### config.mk
export PLATFORM = sky130hd
export DESIGN_NAME = bf_result_streamer
export DESIGN_NICKNAME = d
export VERILOG_FILES = /design/src/rtl/bf_result_streamer.sv
export SDC_FILE = /design/constraint.sdc
export NUM_CORES = 1
export LEC_CHECK = 0
export BUFFER_PORTS_ARGS = -buffer_cell sky130_fd_sc_hd__buf_4
export CAP_MARGIN = 30
export CELL_PAD_IN_SITES_DETAIL_PLACEMENT = 1
export CELL_PAD_IN_SITES_GLOBAL_PLACEMENT = 1
export CORE_ASPECT_RATIO = 0.5
export CORE_MARGIN = 1
export CORE_UTILIZATION = 38
export CTS_CLUSTER_DIAMETER = 80
export DETAILED_ROUTE_END_ITERATION = 16
export GPL_ROUTABILITY_DRIVEN = 0
export PLACE_DENSITY = 0.83
export SYNTH_ARGS = -nofsm -noshare
export SYNTH_HDL_FRONTEND = slang
export SYNTH_SLANG_ARGS = --single-unit
export TNS_END_PERCENT = 20
### constraint.sdc
create_clock -name clock -period 2.44 [get_ports clock]
set_clock_uncertainty 0.15 [all_clocks]
set_input_delay 0 -clock clock [delete_from_list [all_inputs] [get_ports clock]]
set_output_delay 0 -clock clock [all_outputs]
set_load 0.01 [all_outputs]
### src/rtl/bf_result_streamer.sv
// bf_result_streamer: after Finish, walks the output memory and streams every distance entry over valid/ready.
// Latency: the first entry is valid 1 cycle after entering STREAM; 1 entry/cycle with out_ready high.
// Backpressure: out_ready low holds the presented entry stable and freezes rd_ptr; neg_cycle aborts to NEG.
//
// Ports:
//   clock, reset             rising-edge clock, asynchronous active-high reset
//   finish, neg_cycle        level status from the bellmanford engine
//   mem_addr, mem_data       combinational-read port of the output memory
//   out_valid/out_ready      stream handshake; out_data, out_index, out_inf, out_last travel with it
//   busy, done, neg_flag     status: streaming, complete/aborted, aborted on negative cycle
// Optional: define BF_RESULT_CHECKSUM_EN to add checksum (sum of reachable distances)
//           and reach_cnt (number of reachable entries) outputs.
module bf_result_streamer #(
    parameter int                ADDR_W  = 13,
    parameter int                DATA_W  = 16,
    parameter int                DEPTH   = 8192,
    parameter logic [DATA_W-1:0] INF_VAL = {DATA_W{1'b1}}
) (
    input  logic                     clock,
    input  logic                     reset,
    input  logic                     finish,
    input  logic                     neg_cycle,
    output logic [ADDR_W-1:0]        mem_addr,
    input  logic [DATA_W-1:0]        mem_data,
    output logic                     out_valid,
    input  logic                     out_ready,
    output logic [DATA_W-1:0]        out_data,
    output logic [ADDR_W-1:0]        out_index,
    output logic                     out_inf,
    output logic                     out_last,
    output logic                     busy,
    output logic                     done,
    output logic                     neg_flag
`ifdef BF_RESULT_CHECKSUM_EN
    ,
    output logic [DATA_W+ADDR_W-1:0] checksum,
    output logic [ADDR_W:0]          reach_cnt
`endif
);

    typedef enum logic [1:0] {
        S_IDLE,
        S_STREAM,
        S_DONE,
        S_NEG
    } state_t;

    // rd_ptr carries one extra bit so that DEPTH == 2^ADDR_W terminates instead of wrapping.
    localparam logic [ADDR_W:0]   DEPTH_P  = (ADDR_W + 1)'(DEPTH);
    localparam logic [ADDR_W-1:0] LAST_IDX = ADDR_W'(DEPTH - 1);

    state_t          state;
    logic [ADDR_W:0] rd_ptr;
    logic            handshake;
    logic            load;
    logic            start;

    assign mem_addr  = rd_ptr[ADDR_W-1:0];
    assign handshake = out_valid && out_ready;
    // Refill the output register when it is empty or being drained this cycle.
    assign load      = (state == S_STREAM) && (!out_valid || out_ready) && (rd_ptr < DEPTH_P);
    assign start     = (state == S_IDLE) && !neg_cycle && finish;

    always_ff @(posedge clock or posedge reset) begin
        if (reset) begin
            state     <= S_IDLE;
            rd_ptr    <= '0;
            out_valid <= 1'b0;
            out_data  <= '0;
            out_index <= '0;
            out_inf   <= 1'b0;
            out_last  <= 1'b0;
            busy      <= 1'b0;
            done      <= 1'b0;
            neg_flag  <= 1'b0;
        end else begin
            case (state)
                S_IDLE: begin
                    if (neg_cycle) begin
                        state    <= S_NEG;
                        done     <= 1'b1;
                        neg_flag <= 1'b1;
                    end else if (finish) begin
                        state  <= S_STREAM;
                        rd_ptr <= '0;
                        busy   <= 1'b1;
                    end
                end
                S_STREAM: begin
                    if (neg_cycle) begin
                        // Abort: a presented but unaccepted entry is dropped.
                        state     <= S_NEG;
                        out_valid <= 1'b0;
                        busy      <= 1'b0;
                        done      <= 1'b1;
                        neg_flag  <= 1'b1;
                    end else if (handshake && out_last) begin
                        state     <= S_DONE;
                        out_valid <= 1'b0;
                        busy      <= 1'b0;
                        done      <= 1'b1;
                    end else if (load) begin
                        out_data  <= mem_data;
                        out_index <= rd_ptr[ADDR_W-1:0];
                        out_inf   <= (mem_data == INF_VAL);
                        out_last  <= (rd_ptr[ADDR_W-1:0] == LAST_IDX);
                        out_valid <= 1'b1;
                        rd_ptr    <= rd_ptr + 1'b1;
                    end else if (handshake) begin
                        out_valid <= 1'b0;
                    end
                end
                S_DONE: begin
                    if (neg_cycle) begin
                        state    <= S_NEG;
                        neg_flag <= 1'b1;
                    end else if (!finish) begin
                        // Requiring finish low here stops a held finish from restarting the stream.
                        state <= S_IDLE;
                        done  <= 1'b0;
                    end
                end
                S_NEG: begin
                    out_valid <= 1'b0;
                    if (!neg_cycle && !finish) begin
                        state    <= S_IDLE;
                        done     <= 1'b0;
                        neg_flag <= 1'b0;
                    end
                end
                default: begin
                    state <= S_IDLE;
                end
            endcase
        end
    end

`ifdef BF_RESULT_CHECKSUM_EN
    // Accumulates every accepted reachable entry; cleared only at the start of a new stream.
    always_ff @(posedge clock or posedge reset) begin
        if (reset) begin
            checksum  <= '0;
            reach_cnt <= '0;
        end else if (start) begin
            checksum  <= '0;
            reach_cnt <= '0;
        end else if (handshake && !out_inf) begin
            checksum  <= checksum + {{ADDR_W{1'b0}}, out_data};
            reach_cnt <= reach_cnt + (ADDR_W + 1)'(1);
        end
    end
`endif

endmodule

Word level (Yosys, flattened, before mapping)
Index checks and enable logic that the tools add are counted.

Add/sub/neg operators: 1. Magnitude comparators: 1. Equality and inequality tests: 19. Muxes and demuxes: 32. Bitwise gates (word level): 2. Reduce and logical (&&, ||, !) cells: 20.

Operators with widths (number): $mux W14 (5); $pmux W14 S2 (1); $ne A2 B2 Y1 const B (9); $eq A16 B16 Y1 const B (1); $add A14 B1 Y14 const B (1); $lt A14 B14 Y1 const B (1); $mux W1 (14); $mux W2 (7); $eq A13 B13 Y1 const B (1); $reduce_and A4 Y1 (3); $pmux W2 S4 (1); $ne A3 B3 Y1 const B (2); $pmux W1 S2 (3); $reduce_and A6 Y1 (1); $logic_and A1 B1 Y1 (5); $ne A5 B4 Y1 const B (1); $reduce_and A5 Y1 (1); $eq A2 B2 Y1 const B (2); $pmux W1 S4 (1); $reduce_and A2 Y1 (2); $reduce_bool A2 Y1 (2); $logic_not A1 Y1 (3); $ne A3 B2 Y1 const B (1); $reduce_or A3 Y1 (1); 5 further kinds (6).

Flip-flop bits (word level): 51. Output and inout bits: 48.

Logic depth before layout (Yosys ltp)
Gate-level depths: netlist (run 1).

Word-level depth: 8. Depth in mapped cells: 7. Gate-level depth less buffers: 5.

Worst setup path after synthesis (run 1)
Ideal clock, no wire load.

Kind: flip-flop to flip-flop. Start point: reg out_last. End point: reg rd_ptr[2]. Arrival time: 1487 ps. Path slack: 676 ps. Stages on the path, launching flop included: 6. Buffers on the path: 1. Period minus slack after synthesis: 1764 ps. Path through: dfrtp_1 nand2b_1 a2111o_1 clkbuf_1 a21oi_1 mux2i_1.

Longest elaborated chain between the ends: 3.

Ends and longest elaborated chain: start, declared (RTL line 30) `output logic out_last,`; start signal, assigned (RTL line 106) `out_last <= (rd_ptr[ADDR_W-1:0] == LAST_IDX);`; $logic_and A1 B1 Y1 (RTL line 97) `end else if (handshake && out_last) begin`; $ne A2 B2 Y1 (no source line); $reduce_and A6 Y1 (no source line); end signal, assigned (RTL line 108) `rd_ptr <= rd_ptr + 1'b1;`; end, declared (RTL line 53) `logic [ADDR_W:0] rd_ptr;`.

No other way between the ends. A chain may end at the register's enable or synchronous reset.

Final worst setup path (run 1)
Start point: reg state[1]. End point: reg rd_ptr[2].

Longest elaborated chain between the ends: 5. Elaborated cells between the ends (all ways): 12. Classes of those cells: eq/ne (6); mux (1); reduce/logical (5).

Ends and longest elaborated chain: start, declared (RTL line 52) `state_t state;`; start signal, assigned (RTL line 66) `state <= S_IDLE;`; start signal, assigned (RTL line 80) `state <= S_NEG;`; start signal, assigned (RTL line 84) `state <= S_STREAM;`; $eq A2 B1 Y1 (RTL line 61, 77); $logic_and A1 B1 Y1 (2 in a row) (RTL line 61) `assign load = (state == S_STREAM) && (!out_valid || out_ready) && (rd_ptr < DEPTH_P);`; $ne A2 B2 Y1 (no source line); $reduce_and A6 Y1 (no source line).

Several ways; a longest one is shown, not always the timed one.

==> impl_metrics.toml, run 1 <==
[drt]
drtIter0Drc = 138
wire_per_inst_um = 16.4
avgViaCountPerCell = 5.16
ant_nets = 0
drtPass1Iterations = 4
vias = 2155
drc = 0
wirelength_um = 6860

[sta]
hold_viol = 0
setup_tns_ps = 0
worst_pin_slew_ps = 586
period_minus_slack_ps = 2240
slew_violations = 0
clock.fmax_ghz = 0.446
setup_viol = 0
max-slew-margin-rel_pct = 60.9
setup_slack_ps = 198
rsz0062_at_grt = "false"
fin_crit_sh_pct = 91.9

[power_and_ir_drop]
power.internal_uw = 2260
ir_worst_vdd_v = 0.000434
switching_share_pct = 34.4
seq_power_share_pct = 39.2
switchingPower_uw = 1190
power_frac_clock_pct = 26.3
power_density_nw_per_um2 = 1060
combPwrFrac_pct = 34.6
p_total_uw = 3450
power.leakage_uw = 0.00164

[clock_tree]
clk_latency_ps = 300
cts_tree = "yes"
clkTransAtPathRegs_ps = 70
htreeDepth = 2
cts_max_path_buffers = 2
cts-root-buf = "clkbuf_16"
post-cts-setup-buffers = 0
cts_buffers = 5
cts.sinks = 51

[floorplan]
core_um2 = 5750
pin_count = 69
die-area_um2 = 6600
fp-row-count = 19
initial_utilization_pct = 41.3
die_h_um = 57.9
die_w_um = 114

[layout]
n_fill_cell = 673
drive_gt1_share_pct = 25.4
fin_util_pct = 56.7
antenna_cells = 0
area_growth_syn_to_layout_pct = 37.3
fin_nets = 355

[grt]
grt_first_pass_wirelength_um = 11200
grt_use_total_pct = 22.2
antenna_found_initial = 0
grt_start_max_net_pins = 35
grt_pass1_vias = 2221
gr-total-overflow = 0

[placement]
port_buffers = 68
dp_slack_ps = 121
hpwl_um = 4530

[worst_setup_path]
crit_type = "reg2reg"
worstPathRequired_ps = 2460
crit_path_top_delay_cell = "a2111o_2"
critPathMaxStageDelay_ps = 660
worstRegToRegCells = 5
cp_max_fo = 29
cp-end-kind = "flip-flop"
path_cells = "nand2b_1 -> a2111o_2 -> buf_4 -> a21oi_1 -> mux2i_1"
cp_data_arrival_time_ps = 2260
crit_path_start_kind = "flip-flop"

[synthesis]
synthCells = 258
ys_top_cells_by_area = "dfrtp_1 54%, nand2_1 15%, buf_4 4.4%"
synth_ff_type = "dfrtp_1"
synthArstFlopShare_pct = 100
synth-edff-count = 0
syn_area_per_cell_um2 = 9.21
yosysWarnings = 0
ys_types = 40
ys_seq_area_share_pct = 53.7
synth_top_cell_by_area = "dfrtp_1"
syn_nets = 280
synth_area_um2 = 2380
yosysTopAreaCellShare_pct = 53.7
ys_ff_latch = 51

[run_status]
status = "finished, final reports clean"

[flow_run]
drv_cap = 0

[worst_hold_path]
min_path_type = "in2async"
-- critical path: cells and delay by family, from the launching register on --
| kind | cells | cell delay (ps) |
|---|---|---|
| flip-flops | 1 | 490 |
| multiplexers | 1 | 100 |
| AO/OA/AOI/OAI | 2 | 830 |
| buffers and inverters | 1 | 320 |
| AND/OR/NAND/NOR | 1 | 230 |
-- power by group through the flow --
stage	clock network [uW]	registers, uW	logic, uW
6_report	907	1350	1190
5_1_grt	962	1400	1310
4_1_cts	920	1350	1200
3_5_place_dp	0	1360	1150
3_3_place_gp	0	1340	1100
2_1_floorplan	0	1390	606
-- cell usage in the layout, fill, tap and decap left out, types with 5 or more instances in the layout --
master,instances
a21oi_1,6
clkbuf_16,5
dfrtp_1,51
nand4_1,6
nand3_1,6
nand2_1,94
mux2i_1,5
o21ai_0,11
dlygate4sd3_1,21
nor2_1,6
a31oi_1,8
buf_4,73
-- per-stage QoR --
stage | cells | hold WS, ps | instance area [um^2]
global route | 418 | 203 | 3260
CTS | 418 | 183 | 3260
global placement | 389 | -82.7 | 2860
detailed placement | 389 | -67.9 | 2860
floorplan | 258 | -44.6 | 2380
finish | 418 | 156 | 3260
-- flip-flops by register name, summed over array words and instances, names as in the netlist --
name,flops
out_data,16
out_last,1
rd_ptr,14
out_valid,1
busy,1
out_index,13
done,1
neg_flag,1
state,2
out_inf,1
-- worst paths after layout --
check | startpoint | to | slack, ps
max in group asynchronous | reset | rd_ptr[5]$_DFFE_PP0P_ | 1360
hold reg to reg | out_index[9]$_DFFE_PP0P_ | out_index[9]$_DFFE_PP0P_ | 330
hold / removal | reset | out_data[6]$_DFFE_PP0P_ | 160
setup reg to reg | state[1]$_DFFE_PP0P_ | rd_ptr[2]$_DFFE_PP0P_ | 200
min in group clock | mem_data[6] | out_data[6]$_DFFE_PP0P_ | 310
setup / recovery | state[1]$_DFFE_PP0P_ | rd_ptr[2]$_DFFE_PP0P_ | 200
-- cells in the mapped netlist (all sizes together), types with 2 or more instances --
library cell  instances
nand2                95
dfrtp                51
buf                  21
o21ai                14
a31oi                 8
a21oi                 6
nand3                 6
nand4                 6
nor2                  6
clkbuf                5
mux2i                 5
inv                   4
and4                  3
a21o                  2
a41oi                 2
nand2b                2
nor3                  2
o31ai                 2
-- cell families after synthesis --
family / count (synthesis) / synth area share, %
AOI/OAI and AO/OA: 44 / 12.8
adders and majority gates: 1 / 0.526
DFF: 51 / 53.7
and+or+nand+nor: 127 / 23.1
muxes: 5 / 2.11
buffers and inverters: 30 / 7.84
-- cell type report --
cell class              count  area (um^2)  share of cell area (%)
clock buffers               5          125                    3.83
multi-input cells         177          916                    28.1
inverters                   4         15.0                   0.460
clock inverters             3         67.6                    2.07
flip-flops and latches     51         1280                    39.1
well taps                  84          105                    3.22
repair buffers             94          758                    23.2
-- layer usage --
| metal | vias to the layer above | wire length, um | GRT usage [%] |
|---|---|---|---|
| li1 | 1010 | - | - |
| met1 | 1072 | 3110 | 28.3 |
| met2 | 58 | 3330 | 38.3 |
| met3 | 15 | 296 | 5.65 |
| met4 | 0 | 123 | 6.12 |
| met5 | - | 0 | 0 |
-- timing repair --
action                     in CTS  in global routing
hold endpoints to repair       44                  0
hold buffers                   21                  0
gates resized for setup         0                  1
setup endpoints to repair       0                  1
Note: power is estimated with default switching activity, not from simulation.
==> inputs of run 2 (changes only) <==
RECOVER_POWER = 50   (was default)
==> run 2 against run 1 <==
Register-to-register slack barely moved. First-iteration DRC count fell by 20%. Critical path depth did not move. Design area fell by 5.6%. Total power fell by 5.6%. Largest cell class unchanged. Largest power group unchanged. Highest routed layer unchanged.
==> impl_metrics.toml, run 2 (synthesis results as in run 1) <==
[run_status]
status = "finished, final reports clean"

[layout]
drive_gt1_share_pct = 10.5
final_cell_mix = "94 x nand2_1, 51 x dfrtp_1, 49 x clkbuf_1, 23 x buf_4, 21 x dlygate4sd3_1"
largest_register_ffs = 16
antenna_cells = 0
largest_register = "out_data"
reg.largest.list = "out_data (16), rd_ptr (14), out_index (13)"
layout_commonest_cell = "nand2_1"
fin_util_pct = 53.5
fin_nets = 355
area_growth_syn_to_layout_pct = 29.5

[sta]
max-slew-margin-rel_pct = 38.4
period_minus_slack_ps = 2240
hold_viol = 0
worst_pin_slew_ps = 923
rsz0062_at_grt = "false"
slew_violations = 0
fin_crit_sh_pct = 91.8
setup_tns_ps = 0
setup_viol = 0
clock.fmax_ghz = 0.446

[worst_setup_path]
crit_path_top_delay_cell = "a2111o_2"
cp_max_fo = 29
critPathMaxStageDelay_ps = 660
cp-end-kind = "flip-flop"
crit_path_start_kind = "flip-flop"
worstPathRequired_ps = 2460
crit_type = "reg2reg"
path_cells = "nand2b_1 -> a2111o_2 -> buf_4 -> a21oi_1 -> mux2i_1"
cp_data_arrival_time_ps = 2260

[placement]
port_buffers = 68
hpwl_um = 4530

[grt]
grt_pass1_vias = 2221
gr-total-overflow = 0
grt_start_max_net_pins = 35
grt_use_total_pct = 22.2
antenna_found_initial = 0
grt_first_pass_wirelength_um = 11200

[floorplan]
core_um2 = 5750
initial_utilization_pct = 41.3
die_w_um = 114
fp-row-count = 19
pin_count = 69
die-area_um2 = 6600
die_h_um = 57.9

[drt]
vias = 2152
drc = 0
drtIter0Drc = 110
avgViaCountPerCell = 5.15
drtPass1Iterations = 4
wire_per_inst_um = 16.5
ant_nets = 0
wirelength_um = 6900

[clock_tree]
cts.sinks = 51
cts-root-buf = "clkbuf_16"
cts_buffers = 5
cts_tree = "yes"
clk_latency_ps = 300
htreeDepth = 2
clkTransAtPathRegs_ps = 70
cts_max_path_buffers = 2

[power_and_ir_drop]
ir_worst_vdd_v = 0.000411
switchingPower_uw = 1190
combPwrFrac_pct = 30.8
power_frac_clock_pct = 27.9
power.internal_uw = 2070
power_density_nw_per_um2 = 1060
switching_share_pct = 36.5
power.leakage_uw = 0.00144
seq_power_share_pct = 41.3

[flow_run]
drv_cap = 0

[worst_hold_path]
min_path_type = "in2reg"
[run 2: cell count changes in the layout (fill, tap and decap cells not counted)]
cell      before  now
buf_4         73   23
clkbuf_1       0   49
clkbuf_4       0    1
inv_1          3    4
inv_2          1    0
[run 2: path summary, 6_finish.rpt]
| check | startpoint | to | cells past startpoint | slack [ps] |
|---|---|---|---|---|
| max | state[1]$_DFFE_PP0P_ | rd_ptr[2]$_DFFE_PP0P_ | 5 | 200 |
| min in group asynchronous | reset | out_data[6]$_DFFE_PP0P_ | 3 | 330 |
| min reg2reg | out_index[9]$_DFFE_PP0P_ | out_index[9]$_DFFE_PP0P_ | 2 | 330 |
| min | mem_data[6] | out_data[6]$_DFFE_PP0P_ | 4 | 310 |
| max in group asynchronous | reset | out_data[4]$_DFFE_PP0P_ | 4 | 620 |
| max reg2reg | state[1]$_DFFE_PP0P_ | rd_ptr[2]$_DFFE_PP0P_ | 5 | 200 |
[run 2: final cells by class]
| cell class | count | area (um^2) |
|---|---|---|
| Clock buffer | 5 | 125 |
| Clock inverter | 3 | 67.6 |
| Sequential cell | 51 | 1280 |
| Multi-Input combinational cell | 177 | 916 |
| Timing Repair Buffer | 94 | 574 |
| Tap cell | 84 | 105 |
| Inverter | 4 | 15.0 |
| Fill cell | 702 | 2670 |
[run 2: through the flow]
step	setup slack, ps	instance area (um^2)	instances	power (uW)	hold WS (ps)
after detailed placement	121	2860	389	2520	-67.9
final	200	3080	418	3260	306
after global routing	74.5	3080	418	3470	323
after floorplan	676	2380	258	1990	-44.6
after CTS	104	3260	418	3480	183
after global placement	234	2860	389	2450	-82.7
[run 2: routing by layer]
layer,routed length (um),vias up,GRT usage [%]
met5,0,-,0
met4,122,0,6.12
met3,281,15,5.65
met2,3330,52,38.3
met1,3160,1073,28.3
li1,-,1012,-
[run 2: power by group through the flow]
| stage | Clock (uW) | Combinational, uW | Sequential, uW |
|---|---|---|---|
| 4_1_cts | 920 | 1200 | 1350 |
| 3_3_place_gp | 0 | 1100 | 1340 |
| 2_1_floorplan | 0 | 606 | 1390 |
| 3_5_place_dp | 0 | 1150 | 1360 |
| 6_report | 910 | 1000 | 1350 |
| 5_1_grt | 962 | 1120 | 1390 |
[run 2: critical path, delay by kind of cell, from the launching register on]
family | cells | cell delay, ps
AOI/OAI and AO/OA | 2 | 830
DFF | 1 | 490
buffers and inverters | 1 | 320
and+or+nand+nor | 1 | 230
muxes | 1 | 100
[run 2: repair_timing]
action	CTS	global route
hold buffers	21	0
buffers inserted	0	0
endpoints found under the hold margin	44	0
gates resized for setup	0	1
setup endpoints to repair	0	1
==> inputs of run 3 (changes only) <==
SETUP_SLACK_MARGIN = 0.02   (was default)
clock period = 2.5 ns   (was 2.44 ns; I/O delays follow)
==> run 3 against run 2 <==
First-iteration DRC count is 24% lower. Clock power shrank 23%. Critical path depth unchanged. Count of clock-buffer cells in the layout is the same. Critical endpoint unchanged. Combinational power barely moved. Highest routed layer unchanged. Largest cell class unchanged. Largest power group unchanged. Flip-flop and latch count unchanged.
==> impl_metrics.toml, run 3 (synthesis results as in run 1) <==
[worst_setup_path]
crit_type = "reg2reg"
worstPathRequired_ps = 2530
crit_path_start_kind = "flip-flop"
path_cells = "nand2b_1 -> a2111o_1 -> buf_4 -> a21oi_1 -> mux2i_1"
cp_max_fo = 24
cp-end-kind = "flip-flop"
critPathMaxStageDelay_ps = 660
crit_path_top_delay_cell = "a2111o_1"
cp_data_arrival_time_ps = 2260

[drt]
wire_per_inst_um = 15.8
drtIter0Drc = 84
drtPass1Iterations = 4
drc = 0
wirelength_um = 6640
vias = 2113
avgViaCountPerCell = 5.04
ant_nets = 0

[layout]
antenna_cells = 0
final_cell_mix = "94 x nand2_1, 51 x dfrtp_1, 49 x clkbuf_1, 22 x dlygate4sd3_1, 21 x buf_4"
fin_nets = 356
register_area_um2 = 1280
largest_register_ffs = 16
layout_commonest_cell = "nand2_1"
reg.largest.list = "out_data (16), rd_ptr (14), out_index (13)"
fin_cells = 419
largest_register = "out_data"
multi_input_area_um2 = 915
design_area_um2 = 3060
area_growth_syn_to_layout_pct = 28.5
drive_gt1_share_pct = 10.1
n_fill_cell = 694

[grt]
gr-total-overflow = 0
grt_pass1_vias = 2127
antenna_found_initial = 0
grt_use_total_pct = 21.0
grt_first_pass_wirelength_um = 10800
grt_start_max_net_pins = 37

[clock_tree]
cts_max_path_buffers = 2
cts_buffers = 5
cts-root-buf = "clkbuf_16"
clk_latency_ps = 290
clkTransAtPathRegs_ps = 70
cts.sinks = 51
cts_resized = 0
htreeDepth = 2
cts_tree = "yes"

[sta]
rsz0062_at_grt = "false"
setup_viol = 0
period_minus_slack_ps = 2230
fin_crit_sh_pct = 89.2
setup_slack_ps = 270
worst_pin_slew_ps = 924
max-slew-margin-rel_pct = 38.4
setup_tns_ps = 0
clock.fmax_ghz = 0.448
hold_viol = 0
slew_violations = 0

[floorplan]
die-area_um2 = 6600
initial_utilization_pct = 41.3
die_w_um = 114
die_h_um = 57.9
core_um2 = 5750
fp-row-count = 19
pin_count = 69

[placement]
placed_area_um2 = 2870
hpwl_um = 4240
dp.cells = 389
port_buffers = 68
dp_slack_ps = 290

[worst_hold_path]
min_path_type = "in2async"

[flow_run]
drv_cap = 0

[power_and_ir_drop]
power.leakage_uw = 0.00143
power_density_nw_per_um2 = 984
ir_worst_vdd_v = 0.000415

[run_status]
status = "finished, final reports clean"
-- run 3: per-stage QoR --
step | util [%] | total power [uW] | hold slack [ps]
finish | 53.1 | 3010 | 181
detailed placement | 49.9 | 2460 | -162
CTS | 56.4 | 3210 | 84.7
floorplan | - | 1950 | -44.6
global placement | 49.9 | 2400 | -167
global route | 53.1 | 3200 | 263
-- run 3: worst max-delay path, delay by kind of cell, from the launching register on --
| kind | cells | cell delay, ps |
|---|---|---|
| and+or+nand+nor | 1 | 230 |
| DFF | 1 | 490 |
| buffers and inverters | 1 | 330 |
| AOI/OAI and AO/OA | 2 | 820 |
| muxes | 1 | 90 |
-- run 3: path summary, 6_finish.rpt --
kind | slack, ps | endpoint | from | cells after the start
max | 270 | rd_ptr[2]$_DFFE_PP0P_ | state[1]$_DFFE_PP0P_ | 5
min | 180 | out_data[13]$_DFFE_PP0P_ | reset | 3
max reg2reg | 270 | rd_ptr[2]$_DFFE_PP0P_ | state[1]$_DFFE_PP0P_ | 5
min reg2reg | 320 | out_index[7]$_DFFE_PP0P_ | out_index[7]$_DFFE_PP0P_ | 2
max in group asynchronous | 690 | rd_ptr[3]$_DFFE_PP0P_ | reset | 4
min in group clock | 310 | out_data[13]$_DFFE_PP0P_ | mem_data[13] | 4
-- run 3: power by group --
part           total, uW  switching (uW)  internal (uW)
clock                702             327            375
combinational        995             608            386
sequential          1310             230           1080
total               3010            1170           1840
-- run 3: routing by layer --
metal	vias to the layer above	wire, um	GRT usage [%]
met5	-	0	0
met4	0	61	5.94
li1	1017	-	-
met1	1036	3120	28.2
met2	53	3190	35.7
met3	7	263	3.97
-- run 3: cell type report --
| cell class | count | area share (%) |
|---|---|---|
| Clock buffer | 5 | 4.10 |
| Clock inverter | 3 | 0.819 |
| Inverter | 4 | 0.491 |
| Multi-Input combinational cell | 177 | 29.9 |
| Sequential cell | 51 | 41.8 |
| Tap cell | 84 | 3.44 |
| Timing Repair Buffer | 95 | 19.5 |
-- run 3: what timing repair did --
item,CTS,global route
hold buffers,22,0
endpoints found under the hold margin,37,0
buffers inserted,0,0
